===== config.mk =====
export PLATFORM = sky130hd
export DESIGN_NAME = regfile_wb_arbiter
export DESIGN_NICKNAME = d
export VERILOG_FILES = /design/src/rtl/proc_pkg.sv /design/src/rtl/regfile_bypass.sv /design/src/rtl/regfile_wb_arbiter.sv
export SDC_FILE = /design/constraint.sdc
export NUM_CORES = 1
export LEC_CHECK = 0
export ABC_AREA = 1
export BUFFER_PORTS_ARGS = -buffer_cell sky130_fd_sc_hd__buf_2
export CAP_MARGIN = 25
export CORE_ASPECT_RATIO = 0.7
export CORE_MARGIN = 5
export CORE_UTILIZATION = 38
export DETAILED_ROUTE_END_ITERATION = 10
export GPL_TIMING_DRIVEN = 0
export HOLD_SLACK_MARGIN = 0.03
export PLACE_DENSITY = 0.79
export SLEW_MARGIN = 10
export SYNTH_ARGS = -nofsm -noshare
export SYNTH_HDL_FRONTEND = slang
export SYNTH_SLANG_ARGS = --single-unit
export TNS_END_PERCENT = 50

===== constraint.sdc =====
create_clock -name clk_i -period 1.39 [get_ports clk_i]
set_clock_uncertainty 0.15 [all_clocks]
set_input_delay 0.0695 -clock clk_i [delete_from_list [all_inputs] [get_ports clk_i]]
set_output_delay 0.0695 -clock clk_i [all_outputs]
set_load 0.1 [all_outputs]

===== src/rtl/proc_pkg.sv =====
// Shared core types for the writeback path: data/index widths, the writeback
// request bundle and the requester identifiers.
package proc_pkg;

  localparam int DATA_WIDTH = 32;
  localparam int ADDR_WIDTH = 5;

  typedef struct packed {
    logic                  valid;
    logic [ADDR_WIDTH-1:0] addr;
    logic [DATA_WIDTH-1:0] data;
  } wb_req_t;

  typedef enum logic {
    WB_LD  = 1'b0,
    WB_ALU = 1'b1
  } wb_src_e;

endpackage


===== src/rtl/regfile_bypass.sv =====
// Forwards the write currently on the regfile port to a read port and forces
// reads of x0 to zero.
module regfile_bypass #(
  parameter int DATA_WIDTH = 32,
  parameter int ADDR_WIDTH = 5
) (
  input  logic [ADDR_WIDTH-1:0] rd_addr,
  input  logic [DATA_WIDTH-1:0] rd_data,
  input  logic [ADDR_WIDTH-1:0] w_addr,
  input  logic [DATA_WIDTH-1:0] w_data,
  output logic [DATA_WIDTH-1:0] byp_data
);

  always_comb begin
    if ((rd_addr == w_addr) && (w_addr != '0)) begin
      byp_data = w_data;
    end else if (rd_addr == '0) begin
      byp_data = '0;
    end else begin
      byp_data = rd_data;
    end
  end

endmodule


===== src/rtl/regfile_wb_arbiter.sv =====
// Arbitrates the single regfile write port between the load unit and the ALU,
// with a starvation guard for the ALU, a one-cycle output register and bypass.
module regfile_wb_arbiter #(
  parameter int DATA_WIDTH = proc_pkg::DATA_WIDTH,
  parameter int ADDR_WIDTH = proc_pkg::ADDR_WIDTH,
  parameter int MAX_WAIT   = 3
) (
  input  logic                  clk_i,
  input  logic                  rst_n_i,
  input  logic                  ld_valid_i,
  output logic                  ld_ready_o,
  input  logic [ADDR_WIDTH-1:0] ld_addr_i,
  input  logic [DATA_WIDTH-1:0] ld_data_i,
  input  logic                  alu_valid_i,
  output logic                  alu_ready_o,
  input  logic [ADDR_WIDTH-1:0] alu_addr_i,
  input  logic [DATA_WIDTH-1:0] alu_data_i,
  output logic [ADDR_WIDTH-1:0] w_addr_o,
  output logic [DATA_WIDTH-1:0] w_data_o,
  input  logic [ADDR_WIDTH-1:0] r1_addr_i,
  input  logic [ADDR_WIDTH-1:0] r2_addr_i,
  input  logic [DATA_WIDTH-1:0] r1_data_i,
  input  logic [DATA_WIDTH-1:0] r2_data_i,
  output logic [DATA_WIDTH-1:0] r1_data_o,
  output logic [DATA_WIDTH-1:0] r2_data_o,
  output logic                  alu_starved_o
);

  import proc_pkg::*;

  localparam logic [3:0] MAX_CNT = 4'(MAX_WAIT);

  wb_req_t    ld_req;
  wb_req_t    alu_req;
  wb_req_t    win_req;
  wb_src_e    win_src;
  logic       grant_any;
  logic       starve_hit;
  logic [3:0] wait_cnt;

  assign ld_req  = '{valid: ld_valid_i,  addr: ld_addr_i,  data: ld_data_i};
  assign alu_req = '{valid: alu_valid_i, addr: alu_addr_i, data: alu_data_i};

  assign starve_hit    = (wait_cnt == MAX_CNT);
  assign alu_starved_o = ld_req.valid && alu_req.valid && starve_hit;

  // NOTE: every output of this block gets a default first, so no latch is inferred.
  always_comb begin
    ld_ready_o  = 1'b0;
    alu_ready_o = 1'b0;
    win_src     = WB_LD;
    grant_any   = 1'b0;
    if (alu_req.valid && (!ld_req.valid || starve_hit)) begin
      alu_ready_o = 1'b1;
      win_src     = WB_ALU;
      grant_any   = 1'b1;
    end else if (ld_req.valid) begin
      ld_ready_o = 1'b1;
      grant_any  = 1'b1;
    end
  end

  assign win_req = (win_src == WB_ALU) ? alu_req : ld_req;

  // NOTE: sequential state uses non-blocking assignments so all registers update together.
  always_ff @(posedge clk_i or negedge rst_n_i) begin
    if (!rst_n_i) begin
      wait_cnt <= '0;
    end else if (alu_ready_o) begin
      wait_cnt <= '0;
    end else if (alu_req.valid && !starve_hit) begin
      wait_cnt <= wait_cnt + 4'd1;
    end
  end

  // Idle cycles only drop the address; the data register keeps its last value.
  always_ff @(posedge clk_i or negedge rst_n_i) begin
    if (!rst_n_i) begin
      w_addr_o <= '0;
      w_data_o <= '0;
    end else if (grant_any) begin
      w_addr_o <= win_req.addr;
      w_data_o <= win_req.data;
    end else begin
      w_addr_o <= '0;
    end
  end

  regfile_bypass #(
    .DATA_WIDTH(DATA_WIDTH),
    .ADDR_WIDTH(ADDR_WIDTH)
  ) u_bypass_r1 (
    .rd_addr (r1_addr_i),
    .rd_data (r1_data_i),
    .w_addr  (w_addr_o),
    .w_data  (w_data_o),
    .byp_data(r1_data_o)
  );

  regfile_bypass #(
    .DATA_WIDTH(DATA_WIDTH),
    .ADDR_WIDTH(ADDR_WIDTH)
  ) u_bypass_r2 (
    .rd_addr (r2_addr_i),
    .rd_data (r2_data_i),
    .w_addr  (w_addr_o),
    .w_data  (w_data_o),
    .byp_data(r2_data_o)
  );

endmodule


==> impl_metrics.tcl, run 1 <==
set metrics [dict create \
    status "aborted with a tool error" \
    haltStage "4_1_cts" \
    tool.error "[ERROR DPL-0033] detailed placement checks failed during check placement." \
    fp.dieH_um 92.3 \
    num_rows 30 \
    yosys_warnings 0 \
    yosysUniqueCellTypes 23 \
    ys_seq_area_frac 0.279 \
    netlist_instances 638 \
    syn_nets 791 \
    clk_path_buf_depth 2 \
    synth-seq-cells 41 \
    port-buffer-count 255 \
    cts_buffers 5 \
    dp_hpwl_mm 13.4 \
    post_cts_resized 468 \
    top_level_ports 256 \
    start_util 0.384 \
    numClockSinks 41 \
    cts_root_buffer "clkbuf_16" \
    gp_congestion 0.926 \
    post_cts_buffers 15 \
    syn_area_um2 3670 \
    avgSynthCellArea_um2 5.76 \
    ctsHoldBuffers 76 \
    htreeDepth 2 \
    die_x_um 128 \
]
## cells by family after synthesis
group,after synthesis,share of synthesized area
simple gates,463,0.540
buf+inv,124,0.158
flops,41,0.279
xor+xnor,6,0.0143
compound gates,3,0.00511
fa+ha+maj,1,0.00341
## synth_stat cells
library cell	n	area, um2
a31oi_1	1	6.26
buf_2	22	110
buf_4	1	7.51
buf_6	11	124
clkbuf_1	3	11.3
clkinv_1	1	3.75
dfrtp_1	41	1030
ha_1	1	12.5
inv_1	81	304
inv_2	5	18.8
nand2_1	307	1150
nand2_2	5	31.3
nand3_1	132	661
nand3_2	2	20.0
nand3_4	2	35.0
nor2_1	6	22.5
nor2_2	4	25.0
nor2_4	2	22.5
nor3_1	3	15.0
o21a_1	1	7.51
o21ai_0	1	5.00
xnor2_1	2	17.5
xor2_1	4	35.0
## through the flow
step | instances | cell area, um2 | setup slack, ns
3_5_place_dp | 1021 | 6570 | -0.715
2_1_floorplan | 638 | 5140 | -0.445
3_3_place_gp | 1021 | 6570 | -0.690
==> run 2: changes to the inputs <==
CORE_ASPECT_RATIO = not set   (was 0.7)
CORE_UTILIZATION = 35   (was 38)
HOLD_SLACK_MARGIN = not set   (was 0.03)
PLACE_DENSITY = not set   (was 0.79)
PLACE_DENSITY_LB_ADDON = 0.15   (was not set)
clock period = 1.8 ns   (was 1.39 ns; I/O delays follow)
==> run 2 against run 1 <==
  * The flow now finishes, with violations (setup timing)
  * Synthesized cell count did not move
  * Synthesized area unchanged
==> impl_metrics.tcl, run 2 <==
set metrics [dict create \
    top_regs "w_data_o: 32 flops, w_addr_o: 5 flops, wait_cnt: 4 flops" \
    ir_worst_vdd_mv 0.554 \
    async_flop_share 1.00 \
    fin_cells 1124 \
    final-setup-viol-count 64 \
    swShare 0.553 \
    crit_fanout 6 \
    clk_path_buf_depth 2 \
    gp_congestion 0.861 \
    htreeDepth 2 \
    drive_above_1_share 0.449 \
    top_register "w_data_o" \
    n_fill_cell 703 \
    drc_errors 0 \
    dp_hpwl_mm 11.6 \
    slew_viol_final 0 \
    stdcell_area_um2 7850 \
    hold_viol_final 0 \
    regArea_um2 1040 \
    grt_pass1_wl_mm 28.1 \
    synth-seq-cells 41 \
    cts_buffers 5 \
    combPwrFrac 0.659 \
    dp.cells 1029 \
    area_growth_pct 114 \
    clk_latency_ns 0.30 \
    core_area_um2 10300 \
    p_total_uw 6210 \
    tightest_slew_ns 0.542 \
    largest_reg_flops 32 \
    netlist_instances 638 \
    final_nets 1140 \
    cts_tree "built" \
    max_slew_margin 0.638 \
    worst_slack_ns -0.347 \
    start_util 0.357 \
    p_switching_uw 3430 \
    synth_area_leaders "nand2_1 31%, dfrtp_1 28%, nand3_1 18%" \
    synth_edf_count 0 \
    clock.fmax_ghz 0.466 \
    diodes 0 \
    seq_power_share 0.211 \
    synth_common_cells "307 x nand2_1, 132 x nand3_1, 81 x inv_1" \
    totalWireLength_mm 18.6 \
    hold_path.class "input port to register" \
    ys.flop_type "dfrtp_1" \
    grtUsageTotal 0.275 \
    final_common_cell "nand2_1" \
    rsz0062_at_grt "yes" \
    syn_nets 791 \
    cap_violations 0 \
    end_kind "output port" \
    yosysTopAreaCell "nand2_1" \
    clk_pin_slew_ns 0.09 \
    top_level_ports 256 \
    p_leak_uw 0.00426 \
    grt_overflow 0 \
    fin_tns_setup_ns -19.12 \
    viasPerCell 4.92 \
    drtIter0Drc 461 \
    yosysTopAreaCellShare 0.314 \
    clockPowerShare 0.130 \
    status "finished, violations left" \
    violations "setup timing" \
    grt_start_max_net_pins 42 \
    port-buffer-count 255 \
    p_per_area_nw_per_um2 791 \
    yosysUniqueCellTypes 23 \
    layout_common_cells "235 x nand2_1, 206 x buf_2, 98 x nand3_1, 80 x inv_1, 76 x dlygate4sd3_1" \
    wl_per_cell_um 16.5 \
    ant_nets 0 \
    num_rows 37 \
    antenna_found_initial 0 \
    die_area_um2 12600 \
    internal_power_uw 2780 \
    die_x_um 112 \
    cts_root_buffer "clkbuf_8" \
    finalCritPeriodShare 1.19 \
    synth_most_common_cell "nand2_1" \
    avgSynthCellArea_um2 5.76 \
    arrival_ns 1.91 \
    fp.dieH_um 112 \
    post-place-ws_ns -0.269 \
    numClockSinks 41 \
    placed_cell_area_um2 5510 \
    cp_data_required_time_ns 1.56 \
    finalCriticalPeriod_ns 2.15 \
    yosys_warnings 0 \
    path_class "register to output port" \
    vias 5526 \
    first_pass_iters 5 \
    critPathLaunchType "register" \
    ys_seq_area_frac 0.279 \
    grt_pass1_vias 5596 \
    multiInputGateArea_um2 2670 \
    syn_area_um2 3670 \
]
-- run 2: cell type report --
type	count	area share
Buffer	37	0.0380
Clock inverter	1	0.00383
Multi-Input combinational cell	473	0.340
Tap cell	136	0.0217
Clock buffer	7	0.0110
Sequential cell	41	0.133
Inverter	87	0.0432
Timing Repair Buffer	342	0.409
-- run 2: final timing paths --
kind / start / cells past startpoint / to / slack [ns]
setup / recovery: w_addr_o[3] / 8 / r2_data_o[20] / -0.35
hold / removal: ld_valid_i / 5 / w_addr_o[0] / 0.02
setup reg to reg: wait_cnt[0] / 7 / w_data_o[10] / 0.19
hold reg to reg: wait_cnt[2] / 2 / wait_cnt[2] / 0.42
max in group asynchronous: rst_n_i / 3 / w_addr_o[4] / 0.84
min in group asynchronous: rst_n_i / 2 / w_data_o[10] / 0.14
-- run 2: stage by stage --
stage                      util  hold slack, ns
after CTS                 0.732          0.0208
after global routing      0.763          0.0229
after detailed placement  0.536           0.139
after floorplan               -          -0.356
after global placement    0.536           0.137
final                     0.763          0.0231
-- run 2: per-layer routing --
layer  part of all wire  vias to the layer above  GRT usage
li1                   -                     2648          -
met1               0.37                     2526      0.304
met2               0.53                      303      0.503
met3              0.079                       49     0.0647
met4              0.029                        0      0.114
met5                  0                        -          0
-- run 2: critical path: stages (launching register included) --
cell and delay (ns):
dfrtp_4 0.53, xnor2_1 0.15, nand2_1 0.11, nor2_4 0.13, buf_12 0.14, buf_6 0.13, nand3_1 0.13, nand2_4 0.11
buf_12 0.17
-- run 2: kinds of logic (layout without fill, tap and decap cells) --
logic type                 after synthesis  count (layout)  share of synthesized area
DFF                                     41              41                      0.279
adders and majority gates                1               1                    0.00341
buffers and inverters                  124             474                      0.158
AOI/OAI and AO/OA                        3               3                    0.00511
xor gates and xnor gates                 6               6                     0.0143
and+or+nand+nor                        463             463                      0.540
-- run 2: power by group through the flow --
stage	clock network [uW]	logic (uW)	registers [uW]
after floorplan	0	1770	2120
after global routing	856	4280	1340
after global placement	0	3250	1290
after CTS	806	3930	1270
final	807	4090	1310
after detailed placement	0	3260	1290
-- run 2: repair_timing --
action,4_1_cts,5_1_grt
pin swaps,10,19
endpoints found under the hold margin,79,0
buffers inserted,3,1
hold buffers,76,0
setup endpoints to repair,66,68
resized for setup,290,51
gates cloned,3,3
Power figures use the tool's default switching activity.
==> run 3: changes to the inputs <==
CORE_MARGIN = not set   (was 5)
==> run 3 against run 2 <==
  * Die area fell by 14%
  * The flow still finishes with violations (setup timing)
  * Final area fell by 0.45%
  * Setup slack got worse by 0.025 ns
  * Core utilization barely moved
  * Clock power fell by 2%
  * Count of clock-buffer cells in the layout did not move
  * Register-to-register slack barely moved
  * Sequential share of layout area rose by 0.060 points
  * Critical path depth rose by 2
  * First-iteration DRC count fell by 22%
  * Largest power group unchanged
==> impl_metrics.tcl, run 3 (synthesis gave the netlist of run 2 again) <==
set metrics [dict create \
    status "finished, violations left" \
    violations "setup timing" \
    worst_slack_ns -0.372 \
    final_nets 1140 \
    drc_errors 0 \
    viasPerCell 4.88 \
    numClockSinks 41 \
    hold_path.class "input port to register" \
    final-setup-viol-count 64 \
    clk_pin_slew_ns 0.08 \
    cp_data_required_time_ns 1.56 \
    grt_start_max_net_pins 42 \
    cts_buffers 5 \
    port-buffer-count 255 \
    p_per_area_nw_per_um2 791 \
    drive_above_1_share 0.455 \
    top_regs "w_data_o: 32 flops, w_addr_o: 5 flops, wait_cnt: 4 flops" \
    grt_pass1_vias 5448 \
    finalCriticalPeriod_ns 2.17 \
    grtUsageTotal 0.309 \
    critPathTopFamily "simple AND/OR/NAND/NOR gates" \
    area_growth_pct 113 \
    die_x_um 104 \
    first_pass_iters 5 \
    fp.dieH_um 104 \
    drtIter0Drc 358 \
    crit_chain "inv_4 > nand2_1 > nand2_1 > nand3_2 > nor2_4 > buf_12 > buf_6 > nand3_1 > nand2_2 > buf_12" \
    clk_latency_ns 0.30 \
    gp_congestion 0.853 \
    cts_tree "built" \
    end_kind "output port" \
    max_slew_margin 0.660 \
    antenna_found_initial 0 \
    arrival_ns 1.93 \
    cts_root_buffer "clkbuf_8" \
    hold_viol_final 0 \
    slew_viol_final 0 \
    cp_slowest_cell "dfrtp_4" \
    clk_path_buf_depth 2 \
    finalCritPeriodShare 1.21 \
    critical_path_buf_inv_count 4 \
    start_util 0.359 \
    htreeDepth 2 \
    cap_violations 0 \
    ir_worst_vdd_mv 0.527 \
    max_stage_delay_ns 0.52 \
    core_area_um2 10200 \
    whs_ns 0.0425 \
    top_level_ports 256 \
    num_rows 37 \
    path_class "register to output port" \
    p_leak_uw 0.00425 \
    totalWireLength_mm 17.4 \
    dp_hpwl_mm 10.5 \
    crit_fanout 5 \
    largest_reg_flops 32 \
    clock.fmax_ghz 0.460 \
    grt_pass1_wl_mm 26.9 \
    top_register "w_data_o" \
    post-place-ws_ns -0.293 \
    grt_overflow 0 \
    final_common_cell "nand2_1" \
    layout_common_cells "225 x nand2_1, 207 x buf_2, 103 x nand3_1, 79 x inv_1, 76 x dlygate4sd3_1" \
    diodes 0 \
    vias 5490 \
    ant_nets 0 \
    rsz0062_at_grt "yes" \
    wl_per_cell_um 15.5 \
    die_area_um2 10900 \
    tightest_slew_ns 0.510 \
    critPathLaunchType "register" \
]
==> run 3: changes by cell type in the layout (fill, tap and decap cells not counted), sizes merged <==
cell    delta
clkbuf     -5
buf        +5
==> run 3: power breakdown <==
group	total (uW)	switching (uW)	leakage, uW	internal (uW)
combinational	4060	2840	0.00370	1230
sequential	1320	234	0.000492	1080
clock	794	341	0.0000585	453
==> run 3: path summary, 6_finish.rpt <==
| kind | startpoint | end | slack, ns | cells after the start |
|---|---|---|---|---|
| setup / recovery | w_addr_o[4] | r1_data_o[20] | -0.37 | 10 |
| hold / removal | ld_valid_i | w_addr_o[3] | 0.04 | 5 |
| min in group asynchronous | rst_n_i | w_data_o[13] | 0.08 | 2 |
| hold reg to reg | wait_cnt[2] | wait_cnt[2] | 0.41 | 2 |
| max in group asynchronous | rst_n_i | w_addr_o[0] | 0.93 | 3 |
| setup reg to reg | wait_cnt[0] | w_data_o[23] | 0.19 | 8 |
==> run 3: worst reg2reg max path, cell delays in order (launching register included) <==
cell and delay (ns):
dfrtp_1 0.42, ha_4 0.18, nand3_2 0.09, nand2_2 0.06
nand2_4 0.11, inv_4 0.05, buf_2 0.19, nand2_1 0.11
nand3_1 0.11
==> run 3: repair_timing <==
item / in CTS / in global routing
cloned: 5 / 1
setup buffers: 4 / 1
gates resized for setup: 322 / 29
setup endpoints to repair: 66 / 67
hold buffers: 76 / 0
pin swaps: 7 / 7
hold endpoints to repair: 79 / 0
==> run 3: metal layers <==
metal	share of wire	routed length, um	track usage
met5	0	0	0
met1	0.38	6630	0.348
met4	0.029	509	0.0959
met2	0.53	9180	0.581
met3	0.064	1120	0.0570
==> run 3: final cells by class <==
cell class	instances	area, um2
multi-input combinational	473	2680
clock buffer	7	86.3
tap	136	170
sequential	41	1040
inverter	87	342
clock inverter	1	30.0
fill	734	2420
timing repair buffer	343	3170
buffer	36	282
==> run 3: through the flow <==
stage / TNS [ns] / total power [uW] / utilization / cells / area, um2
after floorplan: -7.89 / 3900 / - / 638 / 4060
after global placement: -14.19 / 4530 / 0.538 / 1029 / 5510
after detailed placement: -14.72 / 4550 / 0.538 / 1029 / 5510
after CTS: -18.44 / 6060 / 0.748 / 1121 / 7650
after global routing: -25.37 / 6420 / 0.763 / 1124 / 7810
final: -18.83 / 6170 / 0.763 / 1124 / 7810
==> run 4: changes to the inputs <==
ABC_AREA = 0   (was 1)
==> run 4 against run 3 <==
  * The flow still finishes with violations (setup timing)
  * Fmax shrank 16%
  * Core utilization rose by 8.5 points
  * Synthesized cell count is 39% lower
  * First-iteration DRC count is 43% lower
  * Final cell count shrank 24%
  * Flip-flop and latch count stayed put
  * Sequential power down 17%
  * Worst hold slack gained 0.0048 ns
  * Via count decreased by 11%
  * Highest routed layer unchanged
==> impl_metrics.tcl, run 4 <==
set metrics [dict create \
    port-buffer-count 253 \
    fin_util 0.849 \
    synth-seq-cells 41 \
    viasPerCell 5.73 \
    synth_most_common_cell "nand2_1" \
    totalWireLength_mm 19.2 \
    final_nets 896 \
    worstSetupStartpoint "w_addr_o[2]" \
    internal_power_uw 2650 \
    core_area_um2 9200 \
    clockPowerShare 0.148 \
    synth_common_cells "105 x nand2_1, 64 x mux2i_1, 41 x dfrtp_1" \
    first_pass_iters 4 \
    antenna_found_initial 1 \
    layout_common_cells "189 x buf_2, 103 x nand2_1, 77 x dlygate4sd3_1, 73 x buf_12, 64 x mux2i_4" \
    final-setup-viol-count 96 \
    ys_seq_area_frac 0.310 \
    worst_slack_ns -0.800 \
    gp_congestion 0.821 \
    fp.dieH_um 99.2 \
    arrival_ns 2.36 \
    area_growth_pct 136 \
    drc_errors 0 \
    grt_overflow 0 \
    syn_nets 542 \
    r2r_cells 5 \
    violations "setup timing" \
    combPwrFrac 0.652 \
    rsz0062_at_grt "yes" \
    ant_nets 0 \
    finalCriticalPeriod_ns 2.60 \
    dp_hpwl_mm 10.4 \
    netlist_instances 389 \
    cap_violations 0 \
    slew_viol_final 0 \
    critPathLaunchType "register" \
    p_leak_uw 0.00352 \
    p_per_area_nw_per_um2 696 \
    whs_ns 0.0473 \
    hold_start "ld_valid_i" \
    die_area_um2 9840 \
    crit_fanout 5 \
    cp_data_required_time_ns 1.56 \
    path_class "register to output port" \
    grt_start_max_net_pins 42 \
    synth_area_leaders "dfrtp_1 31%, mux2i_1 19%, nand2_1 12%" \
    largest_reg_flops 32 \
    async_flop_share 1.00 \
    status "finished, violations left" \
    clk_latency_ns 0.30 \
    final_common_cell "buf_2" \
    top_level_ports 256 \
    p_switching_uw 2780 \
    top_regs "w_data_o: 32 flops, w_addr_o: 5 flops, wait_cnt: 4 flops" \
    syn_area_um2 3310 \
    hold_path.class "input port to register" \
    yosysTopAreaCell "dfrtp_1" \
    drtIter0Drc 203 \
    grt_pass1_vias 5260 \
    cts_root_buffer "clkbuf_8" \
    clk_path_buf_depth 2 \
    yosysUniqueCellTypes 28 \
    ir_worst_vdd_mv 0.396 \
    p_total_uw 5430 \
    fin_tns_setup_ns -53.02 \
    vias 4908 \
    num_rows 35 \
    seq_power_share 0.200 \
    yosys_warnings 0 \
    avgSynthCellArea_um2 8.50 \
    rr_startpoint "wait_cnt[0]" \
    top_register "w_data_o" \
    cts_buffers 5 \
    grtUsageTotal 0.365 \
    ys.flop_type "dfrtp_1" \
    hold_viol_final 0 \
    post-place-ws_ns -0.979 \
    tightest_slew_ns 0.642 \
    yosysTopAreaCellShare 0.310 \
    swShare 0.512 \
    wl_per_cell_um 22.4 \
    synth_edf_count 0 \
    end_kind "output port" \
    drive_above_1_share 0.531 \
    max_slew_margin 0.572 \
    die_x_um 99.2 \
    htreeDepth 2 \
    start_util 0.360 \
    numClockSinks 41 \
    grt_pass1_wl_mm 27.4 \
    clk_pin_slew_ns 0.08 \
    whs_path_depth 3 \
    finalCritPeriodShare 1.44 \
    cts_tree "built" \
    clock.fmax_ghz 0.385 \
]
[run 4: cell count changes in the layout (fill, tap and decap cells not counted), moves of 8 or more]
cell / change
inv_1: -39
buf_2: -18
o221a_2: +24
nand2_1: -122
mux2i_4: +64
nand2_2: -44
nand2_4: -39
nand3_2: -29
o221a_1: +8
o211ai_1: +32
nand3_1: -95
clkbuf_1: +15
[run 4: stage by stage]
step,cells,cell area (um2)
5_1_grt,856,7800
3_3_place_gp,753,5540
4_1_cts,849,7610
6_report,856,7800
2_1_floorplan,389,4130
3_5_place_dp,753,5540
[run 4: logic make-up after synthesis]
| kind of cell | count (synthesis) | synth area share |
|---|---|---|
| fa+ha+maj | 1 | 0.00378 |
| compound gates | 75 | 0.201 |
| simple gates | 126 | 0.168 |
| buf+inv | 72 | 0.0968 |
| flops | 41 | 0.310 |
| mux | 64 | 0.194 |
| xor+xnor | 10 | 0.0265 |
[run 4: critical path, stage by stage, from the launching register on]
cell and delay [ns]:
dfrtp_4 0.50, or4_4 0.53, nor2_4 0.15, nor4_4 0.08, buf_6 0.17, clkbuf_16 0.18
mux2i_4 0.23, buf_12 0.21
[run 4: final timing paths]
kind | end | slack [ns]
max | r1_data_o[14] | -0.80
min | wait_cnt[0] | 0.05
max reg2reg | w_data_o[27] | -0.24
min reg2reg | wait_cnt[0] | 0.39
max in group asynchronous | w_data_o[18] | 0.97
min in group asynchronous | w_data_o[4] | 0.06
[run 4: layout make-up]
class,instances,area [um2]
Clock inverter,1,30.0
Timing Repair Buffer,347,3300
Clock buffer,7,86.3
Inverter,41,154
Sequential cell,41,1040
Fill cell,472,1390
Tap cell,111,139
Multi-Input combinational cell,276,2820
Buffer,31,228
Antenna cell,1,2.50
[run 4: power groups by stage]
stage                     sequential, uW  clock, uW  combinational, uW
after global routing                1100        842               3630
final                               1090        804               3540
after detailed placement            1100          0               2790
after global placement              1090          0               2760
after CTS                           1080        797               3410
after floorplan                     1720          0               1640
[run 4: timing repair]
item | in CTS | in global routing
pin swaps | 3 | 4
setup endpoints to repair | 104 | 102
hold buffers | 77 | 0
hold endpoints to repair | 78 | 0
gates resized for setup | 285 | 14
setup buffers | 9 | 2
gates cloned | 2 | 4
[run 4: layer usage]
metal	vias to the layer above	track usage	wire length, um
li1	2088	-	-
met1	2358	0.379	6420
met2	350	0.668	9990
met3	112	0.0794	1530
met4	0	0.226	1260
met5	-	0	0
